## config.mk

```make
export PLATFORM = sky130hd
export DESIGN_NAME = ps2_scancode_ctrl
export DESIGN_NICKNAME = d
export VERILOG_FILES = /design/src/rtl/ps2_scancode_ctrl.sv
export SDC_FILE = /design/constraint.sdc
export NUM_CORES = 1
export LEC_CHECK = 0
export CORE_UTILIZATION = 63
export CTS_CLUSTER_SIZE = 8
export DETAILED_ROUTE_END_ITERATION = 6
export PLACE_DENSITY = 0.85
export RECOVER_POWER = 100
export SYNTH_ARGS = -nofsm -noshare
export SYNTH_HDL_FRONTEND = slang
export SYNTH_SLANG_ARGS = --single-unit
```

## constraint.sdc

```tcl
create_clock -name clk_i -period 4.7 [get_ports clk_i]
set_clock_uncertainty 0.1 [all_clocks]
set_input_delay 0.94 -clock clk_i [delete_from_list [all_inputs] [get_ports clk_i]]
set_output_delay 0.94 -clock clk_i [all_outputs]
set_load 0.02 [all_outputs]
```

## src/rtl/ps2_scancode_ctrl.sv

```systemverilog
// PS/2 scan-code sequencer: E0/F0 prefix tracking, system-byte pulse, FWFT event FIFO.
// Optional autorepeat suppression is built when PS2_TYPEMATIC_FILTER_EN is defined.
module ps2_scancode_ctrl #(
  parameter int FIFO_DEPTH  = 8,
  parameter int TIMEOUT_CYC = 50000
) (
  input  logic                          clk_i,
  input  logic                          rst_i,
  input  logic [7:0]                    keycode_i,
  input  logic                          keycode_valid_i,
  input  logic                          flush_i,
  input  logic                          evt_ready_i,
  output logic                          evt_valid_o,
  output logic [9:0]                    evt_data_o,
  output logic [$clog2(FIFO_DEPTH):0]   evt_count_o,
  output logic                          sys_valid_o,
  output logic [7:0]                    sys_code_o,
  output logic                          overflow_o,
  output logic                          seq_err_o
);

  localparam int AW = $clog2(FIFO_DEPTH);
  localparam int CW = AW + 1;
  localparam int TW = $clog2(TIMEOUT_CYC + 1);
  localparam logic [TW-1:0] TMO_LAST = TW'(TIMEOUT_CYC - 1);
  localparam logic [TW-1:0] TMO_ONE  = TW'(1);
  localparam logic [AW-1:0] PTR_ONE  = AW'(1);
  localparam logic [CW-1:0] CNT_ONE  = CW'(1);
  localparam logic [CW-1:0] CNT_FULL = CW'(FIFO_DEPTH);

  typedef enum logic [1:0] {
    ST_IDLE = 2'd0,
    ST_E0   = 2'd1,
    ST_F0   = 2'd2,
    ST_E0F0 = 2'd3
  } state_t;

  function automatic logic is_sys_byte(input logic [7:0] b);
    case (b)
      8'hAA, 8'hFA, 8'hEE, 8'hFE, 8'hFC, 8'h00, 8'hFF: is_sys_byte = 1'b1;
      default:                                          is_sys_byte = 1'b0;
    endcase
  endfunction

  state_t          state_r, state_nxt_s;
  logic [TW-1:0]   tmo_cnt_r;
  logic            byte_s, is_sys_s, is_pfx_s, timeout_s;
  logic            push_req_s, push_ext_s, push_rel_s, push_s;
  logic            seq_err_set_s, sys_hit_s;
  logic            pop_s, full_s, wr_en_s, ovf_set_s;
  logic [AW-1:0]   wr_ptr_r, rd_ptr_r;
  logic [CW-1:0]   count_r;
  logic [9:0]      mem_r [FIFO_DEPTH];
  logic            seq_err_r, overflow_r, sys_valid_r;
  logic [7:0]      sys_code_r;

  // A flushed byte never reaches the sequencer; a live byte always beats the timeout.
  assign byte_s    = keycode_valid_i && !flush_i;
  assign is_sys_s  = is_sys_byte(keycode_i);
  assign is_pfx_s  = (keycode_i == 8'hE0) || (keycode_i == 8'hF0);
  assign timeout_s = (state_r != ST_IDLE) && !keycode_valid_i && !flush_i && (tmo_cnt_r == TMO_LAST);

  // State register
  always_ff @(posedge clk_i or negedge rst_i) begin
    if (!rst_i) begin
      state_r <= ST_IDLE;
    end else begin
      state_r <= state_nxt_s;
    end
  end

  // Next-state logic
  always_comb begin
    state_nxt_s = state_r;
    if (flush_i) begin
      state_nxt_s = ST_IDLE;
    end else if (byte_s) begin
      if (is_sys_s) begin
        state_nxt_s = ST_IDLE;
      end else begin
        case (state_r)
          ST_IDLE: state_nxt_s = (keycode_i == 8'hE0) ? ST_E0 :
                                 (keycode_i == 8'hF0) ? ST_F0 : ST_IDLE;
          ST_E0:   state_nxt_s = (keycode_i == 8'hE0) ? ST_E0 :
                                 (keycode_i == 8'hF0) ? ST_E0F0 : ST_IDLE;
          ST_F0:   state_nxt_s = ST_IDLE;
          ST_E0F0: state_nxt_s = ST_IDLE;
          default: state_nxt_s = ST_IDLE;
        endcase
      end
    end else if (timeout_s) begin
      state_nxt_s = ST_IDLE;
    end else begin
      state_nxt_s = state_r;
    end
  end

  // Output decode: event push request, error and system-byte strobes
  always_comb begin
    push_req_s    = 1'b0;
    push_ext_s    = 1'b0;
    push_rel_s    = 1'b0;
    seq_err_set_s = 1'b0;
    sys_hit_s     = 1'b0;
    if (byte_s) begin
      if (is_sys_s) begin
        sys_hit_s     = 1'b1;
        seq_err_set_s = (state_r != ST_IDLE);
      end else begin
        case (state_r)
          ST_IDLE: push_req_s = !is_pfx_s;
          ST_E0: begin
            push_req_s = !is_pfx_s;
            push_ext_s = 1'b1;
          end
          ST_F0: begin
            push_req_s    = !is_pfx_s;
            push_rel_s    = 1'b1;
            seq_err_set_s = is_pfx_s;
          end
          ST_E0F0: begin
            push_req_s    = !is_pfx_s;
            push_ext_s    = 1'b1;
            push_rel_s    = 1'b1;
            seq_err_set_s = is_pfx_s;
          end
          default: push_req_s = 1'b0;
        endcase
      end
    end else begin
      seq_err_set_s = timeout_s;
    end
  end

  // Inter-byte timeout counter, only meaningful while a prefix is pending
  always_ff @(posedge clk_i or negedge rst_i) begin
    if (!rst_i) begin
      tmo_cnt_r <= '0;
    end else if (flush_i || keycode_valid_i || timeout_s || (state_r == ST_IDLE)) begin
      tmo_cnt_r <= '0;
    end else begin
      tmo_cnt_r <= tmo_cnt_r + TMO_ONE;
    end
  end

`ifdef PS2_TYPEMATIC_FILTER_EN
  logic       held_r;
  logic [8:0] last_key_r;
  logic       same_key_s;

  assign same_key_s = (last_key_r == {push_ext_s, keycode_i});
  assign push_s     = push_req_s && !(!push_rel_s && held_r && same_key_s);

  // Last make key tracker for autorepeat suppression
  always_ff @(posedge clk_i or negedge rst_i) begin
    if (!rst_i) begin
      held_r     <= 1'b0;
      last_key_r <= 9'h000;
    end else if (flush_i) begin
      held_r     <= 1'b0;
    end else if (push_req_s && push_rel_s && same_key_s) begin
      held_r     <= 1'b0;
    end else if (push_req_s && !push_rel_s && !(held_r && same_key_s)) begin
      held_r     <= 1'b1;
      last_key_r <= {push_ext_s, keycode_i};
    end else begin
      held_r     <= held_r;
    end
  end
`else
  assign push_s = push_req_s;
`endif

  // A pop in the same cycle frees the slot a push into a full FIFO needs.
  assign pop_s     = (count_r != '0) && evt_ready_i;
  assign full_s    = (count_r == CNT_FULL);
  assign wr_en_s   = push_s && (!full_s || pop_s);
  assign ovf_set_s = push_s && full_s && !pop_s;

  // FIFO pointers and occupancy
  always_ff @(posedge clk_i or negedge rst_i) begin
    if (!rst_i) begin
      wr_ptr_r <= '0;
      rd_ptr_r <= '0;
      count_r  <= '0;
    end else if (flush_i) begin
      wr_ptr_r <= '0;
      rd_ptr_r <= '0;
      count_r  <= '0;
    end else begin
      if (wr_en_s) wr_ptr_r <= wr_ptr_r + PTR_ONE;
      if (pop_s)   rd_ptr_r <= rd_ptr_r + PTR_ONE;
      case ({wr_en_s, pop_s})
        2'b10:   count_r <= count_r + CNT_ONE;
        2'b01:   count_r <= count_r - CNT_ONE;
        default: count_r <= count_r;
      endcase
    end
  end

  // FIFO storage
  always_ff @(posedge clk_i) begin
    if (wr_en_s) begin
      mem_r[wr_ptr_r] <= {push_ext_s, push_rel_s, keycode_i};
    end
  end

  // Sticky flags and system-byte capture
  always_ff @(posedge clk_i or negedge rst_i) begin
    if (!rst_i) begin
      seq_err_r   <= 1'b0;
      overflow_r  <= 1'b0;
      sys_valid_r <= 1'b0;
      sys_code_r  <= 8'h00;
    end else if (flush_i) begin
      seq_err_r   <= 1'b0;
      overflow_r  <= 1'b0;
      sys_valid_r <= 1'b0;
    end else begin
      seq_err_r   <= seq_err_r || seq_err_set_s;
      overflow_r  <= overflow_r || ovf_set_s;
      sys_valid_r <= sys_hit_s;
      if (sys_hit_s) sys_code_r <= keycode_i;
    end
  end

  assign evt_valid_o = (count_r != '0);
  assign evt_data_o  = evt_valid_o ? mem_r[rd_ptr_r] : 10'h000;
  assign evt_count_o = count_r;
  assign sys_valid_o = sys_valid_r;
  assign sys_code_o  = sys_code_r;
  assign overflow_o  = overflow_r;
  assign seq_err_o   = seq_err_r;

endmodule

```

# After elaboration in Yosys (flattened, before gate mapping)
# Memory sizes are Yosys's and may differ from the RTL's.
# Cells that the tools add are included.
[classes] eq_ne=15 reduce_logical=33 bitwise_logic=1 muxes=37 add_sub_neg=5
[op_table] op="== test 8 bit, second input constant" count=8
[op_table] op="two-way mux 1 bit" count=20
[op_table] op="adder 16 x 1 -> 16 bit, second input constant" count=1
[op_table] op="== test 16 bit, second input constant" count=1
[op_table] op="two-way mux 16 bit" count=1
[op_table] op="two-way mux 2 bit" count=8
[op_table] op="two-way mux 3 bit" count=4
[op_table] op="two-way mux 10 bit" count=1
[op_table] op="logical AND 1 bit" count=8
[op_table] op="zero test 8 bit" count=1
[op_table] op="case mux 4 bit (2 select lines)" count=1
[op_table] op="logical OR 1 bit" count=7
[op_table] op="OR reduction 7 bit" count=1
[op_table] op="adder 3 x 1 -> 3 bit, second input constant" count=2
[op_table] op="== test 2 bit, second input constant" count=3
[op_table] op="case mux 2 bit (3 select lines)" count=1
[op_table] op="nonzero test 2 bit" count=3
[op_table] op="nonzero test 3 bit" count=2
[op_table] op="zero test 1 bit" count=5
[op_table] op="adder 4 x 1 -> 4 bit, second input constant" count=1
[op_table] op="== test 2 x 1 -> 1 bit, second input constant" count=2
[op_table] op="== test 4 bit, second input constant" count=1
[op_table] op="two-way mux 4 bit" count=1
[op_table] op="nonzero test 4 bit" count=1
[op_table] op="6 further kinds" count=7
[totals] register_bits=39 ramBits=80 mem_count=1
[memory_table] name="mem_r" words=8 word_bits=10 read_ports=1 rd_clocked_by_memory_dff=0 wr=1 line="53" source="logic [9:0] mem_r [FIFO_DEPTH];"

# Depth between registers and ports, before layout
# Gate-level depths: netlist (run 1).
[depth] depth_word=10 ltp_mapped=14

# Worst setup path before layout (run 1)
# Ideal clock, no wire load.
[synth_timing] path_kind="in2reg" startpoint="input keycode_i[6]" endpoint="memory mem_r[4][0], enable pin" path_buffers=0 required_ns=4.193 stages=5 setup_slack_ns=1.076 t_arrival_ns=3.117 setup_time_ns=0.407 path_cell_list="and4_1 -> and3_2 -> nor3b_4 -> nand3_1 -> nor4b_1"
[synth_between] elab_chain_len=9
[synth_rtl] item="from (decl)" line="9" source="input logic [7:0] keycode_i,"
[synth_rtl] item="branches (longest 4 deep; another with == test 8 bit)"
[synth_rtl] item="two-way mux 1 bit *" line="106" source="if (is_sys_s) begin"
[synth_rtl] item="two-way mux 1 bit *" line="105" source="if (byte_s) begin"
[synth_rtl] item="logical AND 1 bit *" line="177" source="assign wr_en_s = push_s && (!full_s || pop_s);"
[synth_rtl] item="two-way mux 1 bit *" line="203" source="if (wr_en_s) begin"
[synth_rtl] item="two-way mux 1 bit (not written as such) *" line="204" source="mem_r[wr_ptr_r] <= {push_ext_s, push_rel_s, keycode_i};"
[synth_rtl] item="to (decl)" line="53"
# Every way passes the cells marked *. The select of a mux whose other input is x is not followed.

# Worst setup path after layout (run 1)
[layout_timing] startpoint="input keycode_i[6]" endpoint="memory mem_r[2][0], enable pin"
# Same word-level chain as after synthesis.

==> impl_metrics.json, run 1 <==
{
  "final_cells": 520,
  "yosysWarnings": 0,
  "synth.distinct_cells": 54,
  "grt.total_usage_pct": 28.91,
  "ys_ff_latch": 119,
  "htreeDepth": 4,
  "clock_path_buffers": 2,
  "clkTransAtPathRegs_ns": 0.05,
  "wire_per_inst_um": 21.70,
  "grt_max_degree": 40,
  "hold_viol_final": 0,
  "grt_pass1_wl_um": 17820,
  "cap_violations": 2,
  "hpwl_um": 6937,
  "synth_edf_count": 80,
  "arrival_ns": 4.34,
  "gp_congestion": 0.8997,
  "finalCoreUtilization_pct": 79.55,
  "num_vias": 3287,
  "antenna_left": 0,
  "die-area_mm2": 0.008678,
  "synthCells": 346,
  "coreArea_mm2": 0.007888,
  "async_flop_share_pct": 32.77,
  "synthesis.nets": 365,
  "wl_um": 11290,
  "cts_root_buffer": "clkbuf_8",
  "powerDensity_mw_per_mm2": 507.0,
  "slew_viol_final": 57,
  "peakVddDrop_uv": 331.8,
  "dpl-instance-area_mm2": 0.005801,
  "stdcell_area_mm2": 0.006275,
  "drive_gt1_share_pct": 15.55,
  "cts_sinks": 119,
  "final-setup-viol-count": 0,
  "portBuffers": 38,
  "die_x_um": 93.16,
  "clock.fmax_ghz": 0.2334,
  "clkLatencyLatePin_ns": 0.52,
  "cts_resized": 0,
  "route.detailed.drc": 0,
  "critPathKind": "input pin to flip-flop",
  "yosysSeqAreaShare_pct": 64.53,
  "required_ns": 4.75,
  "period_share_pct": 91.17,
  "first_global_vias": 3402,
  "fin_crit_ns": 4.285,
  "setup-tns-final_ns": 0,
  "antenna_found_initial": 0,
  "initial_core_util_pct": 66.37,
  "cts_made_buffers": 17,
  "hold_buffers": 0,
  "nets": 424,
  "hold_path.class": "flip-flop to flip-flop",
  "violations": "max-capacitance violations, max-slew violations",
  "antenna_cells": 0,
  "cp-end-kind": "flip-flop",
  "tritoncts": "done",
  "grt_overflow": 0,
  "avgSynthCellArea_um2": 15.13,
  "viasPerCell": 6.321,
  "critical_path.max_fanout": 13,
  "first_iter_violations": 287,
  "die_y_um": 93.16,
  "cts_setup_buffers": 0,
  "synthToLayoutAreaGrowth_pct": 19.86,
  "leakagePower_nw": 2.347,
  "placed_cells": 488,
  "rows": 32,
  "status": "finished, violations left",
  "synth.cell_area_mm2": 0.005235,
  "io_pins": 39,
  "startpoint_type": "input pin",
  "rsz0062_at_grt": "false",
  "tightest_slew_ns": 2.089,
  "drt_first_pass_iters": 5,
  "relSlewSlack_pct": -39.26,
  "synth_ff_type": "edfxtp_1"
}
[state kept, by name, summed over array words and instances (netlist names), 2 cells and up]
register     count
mem_r           80
state_r          2
rd_ptr_r         3
evt_count_o      4
wr_ptr_r         3
tmo_cnt_r       16
sys_code_o       8
[final cells by class]
cell class | count | area [um^2]
Fill cell | 450 | 1613
Sequential cell | 119 | 3378
Tap cell | 102 | 127.6
Inverter | 4 | 15.01
Multi-Input combinational cell | 209 | 1739
Clock inverter | 15 | 158.9
Clock buffer | 17 | 414.1
Timing Repair Buffer | 54 | 441.7
[worst paths after layout]
kind | start | endpoint | slack (ns) | cells past startpoint
min reg2reg | tmo_cnt_r[0] | tmo_cnt_r[0] | 0.35 | 1
min in group asynchronous | rst_i | tmo_cnt_r[10] | 0.93 | 1
max in group asynchronous | rst_i | sys_code_o[1] | 2.38 | 1
min | tmo_cnt_r[0] | tmo_cnt_r[0] | 0.35 | 1
max | keycode_i[6] | mem_r[2][0] | 0.42 | 8
max reg2reg | evt_count_o[1] | evt_count_o[3] | 1.15 | 12
[placed cells by master, fill, tap and decap left out, types with 5 or more instances in the layout]
cell type	Yosys	routed
a21oi_1	6	6
nor3b_1	3	5
and3_1	10	10
nand3_1	11	12
nand2_1	16	16
nor2_1	40	40
xnor2_1	10	10
clkbuf_1	6	15
dfrtp_1	39	39
nor3_1	6	6
mux2_2	8	8
clkbuf_16	0	16
mux4_2	20	20
mux2i_1	13	13
xor2_1	10	10
edfxtp_1	80	80
ha_1	5	5
dlygate4sd3_1	0	35
[metal layers]
layer  wire length, um  share of wire [%]  global-route usage (%)
met5                 0                  0                       0
met4               314                2.8                   12.69
met3               893                7.9                   7.642
met2              5886                 52                   48.22
met1              4191                 37                   35.75
[kinds of logic after synthesis]
logic type | after synthesis | share of synthesized area [%]
and+or+nand+nor | 117 | 12.33
xor gates and xnor gates | 20 | 3.346
AOI/OAI and AO/OA | 24 | 3.442
muxes | 42 | 13.03
DFF | 119 | 64.53
buffers and inverters | 18 | 1.745
adders and majority gates | 6 | 1.577
[per-stage QoR]
step | worst slack (ns) | power [mW] | hold WS [ns]
after floorplan | 1.076 | 1.701 | 0.3238
after global placement | 0.5345 | 1.973 | 0.3350
after detailed placement | 0.2824 | 1.997 | 0.3474
after CTS | 0.7357 | 3.247 | 0.3548
after global routing | 0.2746 | 3.295 | 0.3730
final | 0.4151 | 3.181 | 0.3490
[power breakdown]
| group | switching (mW) | internal (mW) |
|---|---|---|
| clock network | 0.449 | 0.796 |
| registers | 0.0506 | 1.16 |
| logic | 0.399 | 0.326 |
| total | 0.899 | 2.28 |
[worst max-delay path, cell delays in order]
cell and delay (ns):
dlygate4sd3_1 0.61, clkbuf_1 0.52, nor3_1 0.12, and3_2 0.26, nor3b_4 0.31, nand3_1 0.31
nor4b_1 0.74, clkbuf_1 0.51
[synthesized netlist by cell type, types with 2 or more instances]
| master | count | share of area (%) |
|---|---|---|
| edfxtp_1 | 80 | 46 |
| nor2_1 | 40 | 2.9 |
| dfrtp_1 | 39 | 19 |
| mux4_2 | 20 | 8.6 |
| nand2_1 | 16 | 1.1 |
| mux2i_1 | 13 | 2.5 |
| nand3_1 | 11 | 1.1 |
| and3_1 | 10 | 1.2 |
| xnor2_1 | 10 | 1.7 |
| xor2_1 | 10 | 1.7 |
| mux2_2 | 8 | 1.7 |
| a21oi_1 | 6 | 0.57 |
| clkbuf_1 | 6 | 0.43 |
| nor3_1 | 6 | 0.57 |
| ha_1 | 5 | 1.2 |
| a31oi_1 | 4 | 0.48 |
| buf_2 | 4 | 0.38 |
| nor4_1 | 4 | 0.48 |
| a21o_1 | 3 | 0.43 |
| buf_4 | 3 | 0.43 |
| inv_1 | 3 | 0.22 |
| nor3b_1 | 3 | 0.43 |
| nor4b_1 | 3 | 0.50 |
| and2_1 | 2 | 0.24 |
| and2b_1 | 2 | 0.29 |
| and3_2 | 2 | 0.29 |
| nand3b_1 | 2 | 0.29 |
| nand4_1 | 2 | 0.24 |
| nor2b_1 | 2 | 0.24 |
| nor3b_2 | 2 | 0.48 |
| o21ai_0 | 2 | 0.19 |
Note: power is estimated with default switching activity, not from simulation.
==> run 2: changes to the inputs <==
--- a/config.mk
+++ b/config.mk
@@ -5,10 +5,10 @@
 export SDC_FILE = /design/constraint.sdc
 export NUM_CORES = 1
 export LEC_CHECK = 0
-export CORE_UTILIZATION = 63
+export CORE_UTILIZATION = 35
 export CTS_CLUSTER_SIZE = 8
 export DETAILED_ROUTE_END_ITERATION = 6
-export PLACE_DENSITY = 0.85
+export PLACE_DENSITY = 0.5
 export RECOVER_POWER = 100
 export SYNTH_ARGS = -nofsm -noshare
 export SYNTH_HDL_FRONTEND = slang
==> run 2 against run 1 <==
Effect of this change:
- the run still ends with max-capacitance violations, max-slew violations left
- critical path depth stayed put
- design area is 2.5% higher
- non-clock buffer count is 5 higher
==> impl_metrics.json, run 2 (synthesized netlist as in run 1, its figures left out) <==
{
  "powerDensity_mw_per_mm2": 509.0,
  "period_share_pct": 85.75,
  "fin_crit_ns": 4.030,
  "p_switching_mw": 0.8977,
  "wire_per_inst_um": 18.35,
  "initial_core_util_pct": 35.88,
  "r2r_slack_ns": 1.28,
  "place_ws_ns": 0.4117,
  "first_iter_violations": 181,
  "violations": "max-capacitance violations, max-slew violations",
  "largest_register_ff_count": 80,
  "cts_made_buffers": 17,
  "relSlewSlack_pct": -47.10,
  "slowest_stage": "dlygate4sd3_1",
  "leakagePower_nw": 2.380,
  "dpl-instance-area_mm2": 0.005941,
  "hold_path.class": "flip-flop to flip-flop",
  "worstPathCellList": "dlygate4sd3_1, and4_1, and3_2, nor3b_1, clkbuf_1, nand3_1, nor4b_1, clkbuf_1",
  "wl_um": 11140,
  "cts_setup_buffers": 0,
  "layout_setup_ws_ns": 0.6697,
  "final-setup-viol-count": 0,
  "cap_violations": 2,
  "rows": 44,
  "critical_path.max_fanout": 14,
  "cts_resized": 0,
  "combPwrFrac_pct": 22.3,
  "finalCoreUtilization_pct": 44.07,
  "antenna_cells": 0,
  "die-area_mm2": 0.01545,
  "cts_sinks": 119,
  "layout_commonest_cell": "edfxtp_1",
  "grt_overflow": 0,
  "busiest_layer": "met2",
  "fillers": 1332,
  "stdcell_area_mm2": 0.006429,
  "die_x_um": 124.3,
  "hold_viol_final": 0,
  "seqPwrFrac_pct": 36.5,
  "hold_buffers": 0,
  "tightest_slew_ns": 2.206,
  "p_sw_share_pct": 27.44,
  "cp-end-kind": "flip-flop",
  "nets": 429,
  "clock_path_buffers": 2,
  "num_vias": 3124,
  "htreeDepth": 4,
  "p_clk_share_pct": 41.2,
  "clock.fmax_ghz": 0.2481,
  "grt_max_degree": 40,
  "viasPerCell": 5.147,
  "grt_use_met1_pct": 19.14,
  "antenna_left": 0,
  "setup-tns-final_ns": 0,
  "startpoint_type": "input pin",
  "clkTransAtPathRegs_ns": 0.05,
  "route.detailed.drc": 0,
  "grt.total_usage_pct": 15.50,
  "met3_usage_pct": 5.326,
  "grt_pass1_wl_um": 17750,
  "first_global_vias": 3236,
  "cpMostUsedCell": "clkbuf_1",
  "internal-power_mw": 2.374,
  "antenna_found_initial": 0,
  "cpPeakStageDelay_ns": 0.73,
  "rsz0062_at_grt": "false",
  "required_ns": 4.65,
  "arrival_ns": 3.98,
  "gp_congestion": 0.7439,
  "slew_viol_final": 57,
  "peakVddDrop_uv": 284.6,
  "synthToLayoutAreaGrowth_pct": 22.80,
  "critPathKind": "input pin to flip-flop",
  "cts_root_buffer": "clkbuf_16",
  "coreArea_mm2": 0.01459,
  "layout_common_cells": "edfxtp_1, nor2_1, dfrtp_1, dlygate4sd3_1, mux4_2",
  "drive_gt1_share_pct": 16.08,
  "tritoncts": "done",
  "use_met2_pct": 25.22,
  "clkLatencyLatePin_ns": 0.42,
  "io_pins": 39,
  "portBuffers": 38,
  "status": "finished, violations left",
  "drt_first_pass_iters": 4,
  "die_y_um": 124.3,
  "largest-register": "mem_r",
  "hpwl_um": 7171
}
-- run 2: cell count changes in the layout (fill, tap and decap cells not counted), sizes merged --
cell and delta:
clkbuf +8, buf +1, clkinv -3, clkinvlp -1
-- run 2: worst paths after layout --
check	from	cells after the start	endpoint
min	tmo_cnt_r[0]	1	tmo_cnt_r[0]
min reg2reg	tmo_cnt_r[0]	1	tmo_cnt_r[0]
max in group asynchronous	rst_i	1	tmo_cnt_r[1]
min in group asynchronous	rst_i	1	evt_count_o[2]
max	keycode_i[6]	8	mem_r[2][5]
max reg2reg	evt_count_o[1]	12	evt_count_o[3]
-- run 2: routing by layer --
metal	part of all wire, %	wire, um	vias up
li1	-	-	1449
met2	50	5524	64
met1	45	5016	1602
met4	1.1	121	0
met3	4.2	473	9
met5	0	0	-
-- run 2: worst max-delay path: cells and delay by family --
kind / cells / cell delay, ns
buf+inv: 3 / 1.48
simple gates: 5 / 1.56
-- run 2: layout make-up --
class,count,area [um^2],share of cell area (%)
Inverter,4,15.01,0.2336
Sequential cell,119,3378,52.55
Timing Repair Buffer,59,464.2,7.221
Tap cell,184,230.2,3.581
Multi-Input combinational cell,209,1715,26.68
Clock inverter,11,145.1,2.258
Clock buffer,21,480.5,7.474
-- run 2: per-stage QoR --
step | hold WS, ns | power, mW | std cells
2_1_floorplan | 0.3238 | 1.701 | 346
3_3_place_gp | 0.3443 | 2.003 | 575
3_5_place_dp | 0.3568 | 2.010 | 575
4_1_cts | 0.3685 | 3.364 | 607
5_1_grt | 0.4100 | 3.416 | 607
6_report | 0.3574 | 3.272 | 607
-- run 2: power by group through the flow --
stage	logic (mW)	registers [mW]	clock network [mW]
2_1_floorplan	0.462	1.24	0
3_3_place_gp	0.786	1.22	0
3_5_place_dp	0.793	1.22	0
4_1_cts	0.795	1.20	1.37
5_1_grt	0.792	1.20	1.42
6_report	0.728	1.19	1.35
